### src/rtl/mealy_pkg.sv
// Shared state encoding for the 4-state Mealy sequencer and its output decoder.
// The accept-driven transition rule lives here so both sides agree on it.
package mealy_pkg;

    typedef enum logic [1:0] {
        Sa = 2'd0,
        Sb = 2'd1,
        Sc = 2'd2,
        Sd = 2'd3
    } state_t;

    // Next state taken on an accepted input bit. Sd never accepts; it holds here
    // and the dwell timer alone moves the machine out of it.
    function automatic state_t next_on_accept(input state_t cur, input logic bit_in);
        state_t nxt;
        nxt = cur;
        case (cur)
            Sa:      nxt = bit_in ? Sc : Sb;
            Sb:      nxt = bit_in ? Sd : Sc;
            Sc:      nxt = bit_in ? Sd : Sa;
            default: nxt = cur;
        endcase
        return nxt;
    endfunction

endpackage

### src/rtl/sd_dwell_timer.sv
// Counts the cycles spent in Sd; done is high during the last Sd cycle so the
// sequencer can schedule the return to Sa on the following edge.
module sd_dwell_timer #(
    parameter int SD_DWELL = 4
) (
    input  logic clk,
    input  logic reset_n,
    input  logic start,
    input  logic run,
    output logic done
);

    localparam int CW = (SD_DWELL > 1) ? $clog2(SD_DWELL) : 1;
    localparam logic [CW-1:0] LAST = CW'(SD_DWELL - 1);

    logic [CW-1:0] r_cnt;
    logic          w_last;

    assign w_last = (r_cnt == LAST);
    assign done   = run & w_last;

    // start loads 0 on the entry edge, so the first Sd cycle sees count 0.
    always_ff @(posedge clk or negedge reset_n) begin
        if (!reset_n) begin
            r_cnt <= '0;
        end else if (start) begin
            r_cnt <= '0;
        end else if (run) begin
            r_cnt <= w_last ? '0 : r_cnt + 1'b1;
        end
    end

endmodule

### src/rtl/mealy_state_seq.sv
// State register and next-state logic for the Sa/Sb/Sc/Sd Mealy machine, with a
// valid/ready input handshake, a fixed Sd dwell and a saturating step counter.
module mealy_state_seq
    import mealy_pkg::*;
#(
    parameter int SD_DWELL = 4,
    parameter int CNT_W    = 8
) (
    input  logic             clk,
    input  logic             reset_n,
    input  logic             in_valid,
    input  logic             in_bit,
    output logic             in_ready,
    output logic [1:0]       state,
    output logic [CNT_W-1:0] step_count,
    output logic             step_sat,
    output logic             sd_exit
);

    // Handshake: a bit is consumed on a rising edge where in_valid and in_ready
    // are both high. in_ready depends only on the state register, never on in_valid.

    localparam logic [CNT_W-1:0] CNT_MAX = '1;

    state_t           r_state;
    state_t           w_next_state;
    logic [CNT_W-1:0] r_step_count;
    logic [CNT_W-1:0] w_step_next;
    logic             r_step_sat;
    logic             r_sd_exit;
    logic             w_sd_exit_next;
    logic             w_accept;
    logic             w_dwell_start;
    logic             w_dwell_run;
    logic             w_dwell_done;

    assign in_ready    = (r_state != Sd);
    assign w_accept    = in_valid & in_ready;
    assign w_dwell_run = (r_state == Sd);

    sd_dwell_timer #(
        .SD_DWELL(SD_DWELL)
    ) u_dwell (
        .clk    (clk),
        .reset_n(reset_n),
        .start  (w_dwell_start),
        .run    (w_dwell_run),
        .done   (w_dwell_done)
    );

    always_comb begin
        w_next_state   = r_state;
        w_sd_exit_next = 1'b0;
        w_dwell_start  = 1'b0;
        if (r_state == Sd) begin
            if (w_dwell_done) begin
                w_next_state   = Sa;
                w_sd_exit_next = 1'b1;
            end
        end else if (w_accept) begin
            w_next_state  = next_on_accept(r_state, in_bit);
            w_dwell_start = (w_next_state == Sd);
        end
    end

    always_comb begin
        w_step_next = r_step_count;
        if (w_accept && (r_step_count != CNT_MAX)) begin
            w_step_next = r_step_count + 1'b1;
        end
    end

    always_ff @(posedge clk or negedge reset_n) begin
        if (!reset_n) begin
            r_state      <= Sa;
            r_step_count <= '0;
            r_step_sat   <= 1'b0;
            r_sd_exit    <= 1'b0;
        end else begin
            r_state      <= w_next_state;
            r_step_count <= w_step_next;
            r_step_sat   <= (w_step_next == CNT_MAX);
            r_sd_exit    <= w_sd_exit_next;
        end
    end

    assign state      = r_state;
    assign step_count = r_step_count;
    assign step_sat   = r_step_sat;
    assign sd_exit    = r_sd_exit;

endmodule

### config.mk
export PLATFORM = sky130hd
export DESIGN_NAME = mealy_state_seq
export DESIGN_NICKNAME = d
export VERILOG_FILES = /design/src/rtl/mealy_pkg.sv /design/src/rtl/sd_dwell_timer.sv /design/src/rtl/mealy_state_seq.sv
export SDC_FILE = /design/constraint.sdc
export NUM_CORES = 1
export LEC_CHECK = 0
export ABC_AREA = 1
export ABC_CLOCK_PERIOD_IN_PS = 2100
export CAP_MARGIN = 15
export CORE_MARGIN = 4
export CORE_UTILIZATION = 49
export DETAILED_ROUTE_END_ITERATION = 8
export HOLD_SLACK_MARGIN = 0.05
export PLACE_DENSITY = 0.82
export SLEW_MARGIN = 0
export SYNTH_ARGS = -nofsm -noshare
export SYNTH_HDL_FRONTEND = slang
export SYNTH_SLANG_ARGS = --single-unit
### constraint.sdc
create_clock -name clk -period 2.1 [get_ports clk]
set_input_delay 0.42 -clock clk [delete_from_list [all_inputs] [get_ports clk]]
set_output_delay 0.42 -clock clk [all_outputs]
set_load 0.03 [all_outputs]
==> reports/results.md <==
| Result | Reported |
| --- | --- |
| Leakage power | 0.495 nW |
| Clock-pin transition on the worst setup and hold timing paths | 0.09 ns |
| Dominant combinational cell family by area after synthesis | simple AND/OR/NAND/NOR gates |
| Routability-driven placement congestion ratio | 0.796 |
| Post-synthesis cell type count | 22 |
| Final setup violating endpoints | 0 |
| Tightest slew margin relative to the limit | 56.9% |
| CP max stage delay | 0.69 ns |
| Worst hold slack after final layout | 0.498 ns |
| Count of pins on the block boundary | 17 |
| Synthesized Nets | 115 |
| Clk_skew | 0.00447 ns |
| Final period util | 94.7% |
| Global-route wire length before repair | 2810 µm |
| Setup bufs post-CTS | 0 |
| Total standard cell area after synthesis | 825 µm² |
| Die X-Extent | 49.0 µm |
| Area share of the leading cell type in the synthesized netlist | 42.5% |
| Class of the most critical setup path | reg -> out |
| Number of standard cells in the layout, taps in and fillers out | 143 |
| Worst skew pair latency | 0.28 ns |
| Cell area power density | 1500 nW/µm² |
| CTS H-tree lvls | 1 |
| Most frequent cells after synthesis | nand2_1, inv_1, dfrtp_1 |
| Master of the slowest instance on the critical path | clkdlybuf4s50_1 |
| Wire length per cell | 11.8 µm |
| Endpoint class of the critical path | output port |
| Synthesized instance count | 109 |
| Die H | 49.0 µm |
| CTS Root Buffer Type | clkbuf_4 |
| Signed area change from the synthesized netlist to the final layout | 24.3% |
| Total routing usage reported by global routing | 14.3% |
| Diode insertion count for antenna repair | 0 |
| Synth Warn # | 0 |
| Main area contributors after synthesis | dfrtp_1, nand2_1, inv_1, nand3_1, nor2_1 |
| Starting DRT DRC Count | 9 |
| End of the worst register-to-register path | step_sat |
| Initial Util | 53.5% |
| Startpoint of the tightest hold check path | u_dwell.r_cnt[0] |
| Number of buffers inserted for hold repair after clock tree synthesis | 0 |
| Multiplexer area fraction after synthesis | 0% |
| Inst Count DP | 139 |
| Simple-Gate Fraction of Synth Area | 34.0% |
| Share of the synthesized area in compound gates (AO/OA/AOI/OAI) | 7.44% |
| Detailed placement HPWL | 1320 µm |
| Path type of the worst min-delay path | reg -> reg |
| Cell breakdown of the critical path | nand2_2 -> clkdlybuf4s50_1 |
| Total wire length | 1690 µm |
| Required arrival time at the worst endpoint | 1.68 ns |
| Quantity of gates resized following cts | 0 |
| FF-to-FF path depth | 11 |
| Proportion of layout cells with a drive suffix above 1 | 12.6% |
| Detailed Routing Iterations Pass 1 | 4 |
| Max_cap viols | 0 |
| Row cnt | 14 |
| Ys flop type | dfrtp_1 |
| Count of flip-flops with a built-in enable after synthesis | 0 |
| Hold path endpoint | u_dwell.r_cnt[0] |
| Number of buffers on the longest clock path | 2 |
| Startpoint of the worst register-to-register path | step_count[0] |
| Count of vias placed by the detailed router | 746 |
| Hold violation count in the final report | 0 |
| Number of antenna-violating nets in the routed design | 0 |
| Peak supply drop | 758 µV |
| Clock tree from TritonCTS | built |
| Total Neg Setup Slack | 0 ns |
| Highest achievable clock rate | 503 MHz |
| Die area | 2400 µm² |
| Clock sinks | 14 |
| Most numerous cell in the Yosys netlist | nand2_1 |
| Highest net fanout along the worst path | 7 |
| Sequential area share after synthesis | 42.5% |
| Via count of the first global-routing pass | 676 |
| Worst setup slack for register-to-register paths | 0.43 ns |
| GR Overflow Total | 0 |
| DRC violations left | 0 |
| Average via count per standard cell | 5.22 |
| Result of the run | complete, no violations |
| Synthesis-stage register bit count | 14 |
| Arr. time, crit path | 1.57 ns |
| Number of nets in the layout | 134 |
| Actual slew at the worst max-slew pin | 0.645 ns |
| Avg Cell Area, Syn | 7.56 µm² |
| Max-slew violation count | 0 |
| Hold Path Stages | 1 |
| Clock buffers created by TritonCTS | 3 |
| Initial antenna violation count | 0 |
| Maximum number of pins on one net before global-route repair | 15 |
| Core Box Area | 1540 µm² |
| Unrepaired setup endpoints after global routing | no |
| Count of buffers from port buffering | 16 |
| Kind of start point of the critical path | register |
| Synthesized-area fraction occupied by xor and xnor cells | 1.06% |
| Post-layout minimum cycle time | 1.99 ns |
| Async S/R FF share, synth | 100% |
| Post-synthesis share of cell area spent on full adders, half adders and majority gates | 3.03% |
| Post-synthesis cell type with the largest combined area | dfrtp_1 |
## power by group
part           internal (W)  switching, W  total [W]
Combinational      0.000327      0.000496   0.000822
Sequential         0.000368      0.000152   0.000520
Clock              0.000105     0.0000872   0.000193
Total              0.000800      0.000735    0.00153
## per-layer routing
layer	global-route usage [%]	part of all wire, %
met4	6.73	1.7
met5	0	0
met1	17.8	45
met3	2.14	4.4
met2	24.1	48
## cell families (layout without fill, tap and decap cells)
group,after synthesis,count (layout)
AND/OR/NAND/NOR,59,59
flip-flops,14,14
adder cells (fa/ha/maj),2,2
buffers and inverters,24,42
XOR/XNOR,1,1
AO/OA/AOI/OAI,9,9
## worst max path at each step
| stage | start | end |
|---|---|---|
| finish | state[0] | in_ready |
| global route | state[0] | in_ready |
| CTS | state[0] | in_ready |
| detailed placement | in_valid | step_sat |
| global placement | in_valid | step_sat |
| floorplan | step_count[0] | step_sat |
## placed cells by master (no fill, tap or decap), drive strengths merged
cell type / Yosys / final
ha: 2 / 2
o31ai: 1 / 1
clkdlybuf4s50: 0 / 16
nor2: 10 / 10
nand4: 4 / 4
o22ai: 1 / 1
inv: 21 / 21
o21ai: 4 / 4
dfrtp: 14 / 14
nand3: 10 / 10
nand2: 34 / 34
clkbuf: 0 / 4
clkinv: 1 / 1
and2: 1 / 1
a21oi: 1 / 1
xnor2: 1 / 1
o211ai: 2 / 2
## worst max-delay path, delay by kind of cell, from the launching register on
family / cells / cell delay [ns]
buffers and inverters: 1 / 0.69
flip-flops: 1 / 0.45
AND/OR/NAND/NOR: 1 / 0.15
## flip-flops by register name (all words and copies together), names as in the netlist
| signal | cells |
|---|---|
| step_count | 8 |
| u_dwell.r_cnt | 2 |
| state | 2 |
| step_sat | 1 |
| sd_exit | 1 |
## area by class of cell
type,count,area [µm²]
Tap cell,16,20.0
Fill cell,134,517
Clock buffer,4,36.3
Multi-Input combinational cell,71,375
Sequential cell,14,350
Timing Repair Buffer,16,160
Inverter,22,82.6
## through the flow
step | setup slack, ns | util [%] | total power (W) | cell area (µm²)
floorplan | 0.419 | - | 0.00107 | 825
global placement | 0.422 | 64.1 | 0.00132 | 988
detailed placement | 0.385 | 64.1 | 0.00135 | 988
CTS | 0.109 | 66.5 | 0.00154 | 1020
global route | 0.0418 | 66.5 | 0.00164 | 1020
finish | 0.112 | 66.5 | 0.00153 | 1020
Note: power is estimated with default switching activity, not from simulation.
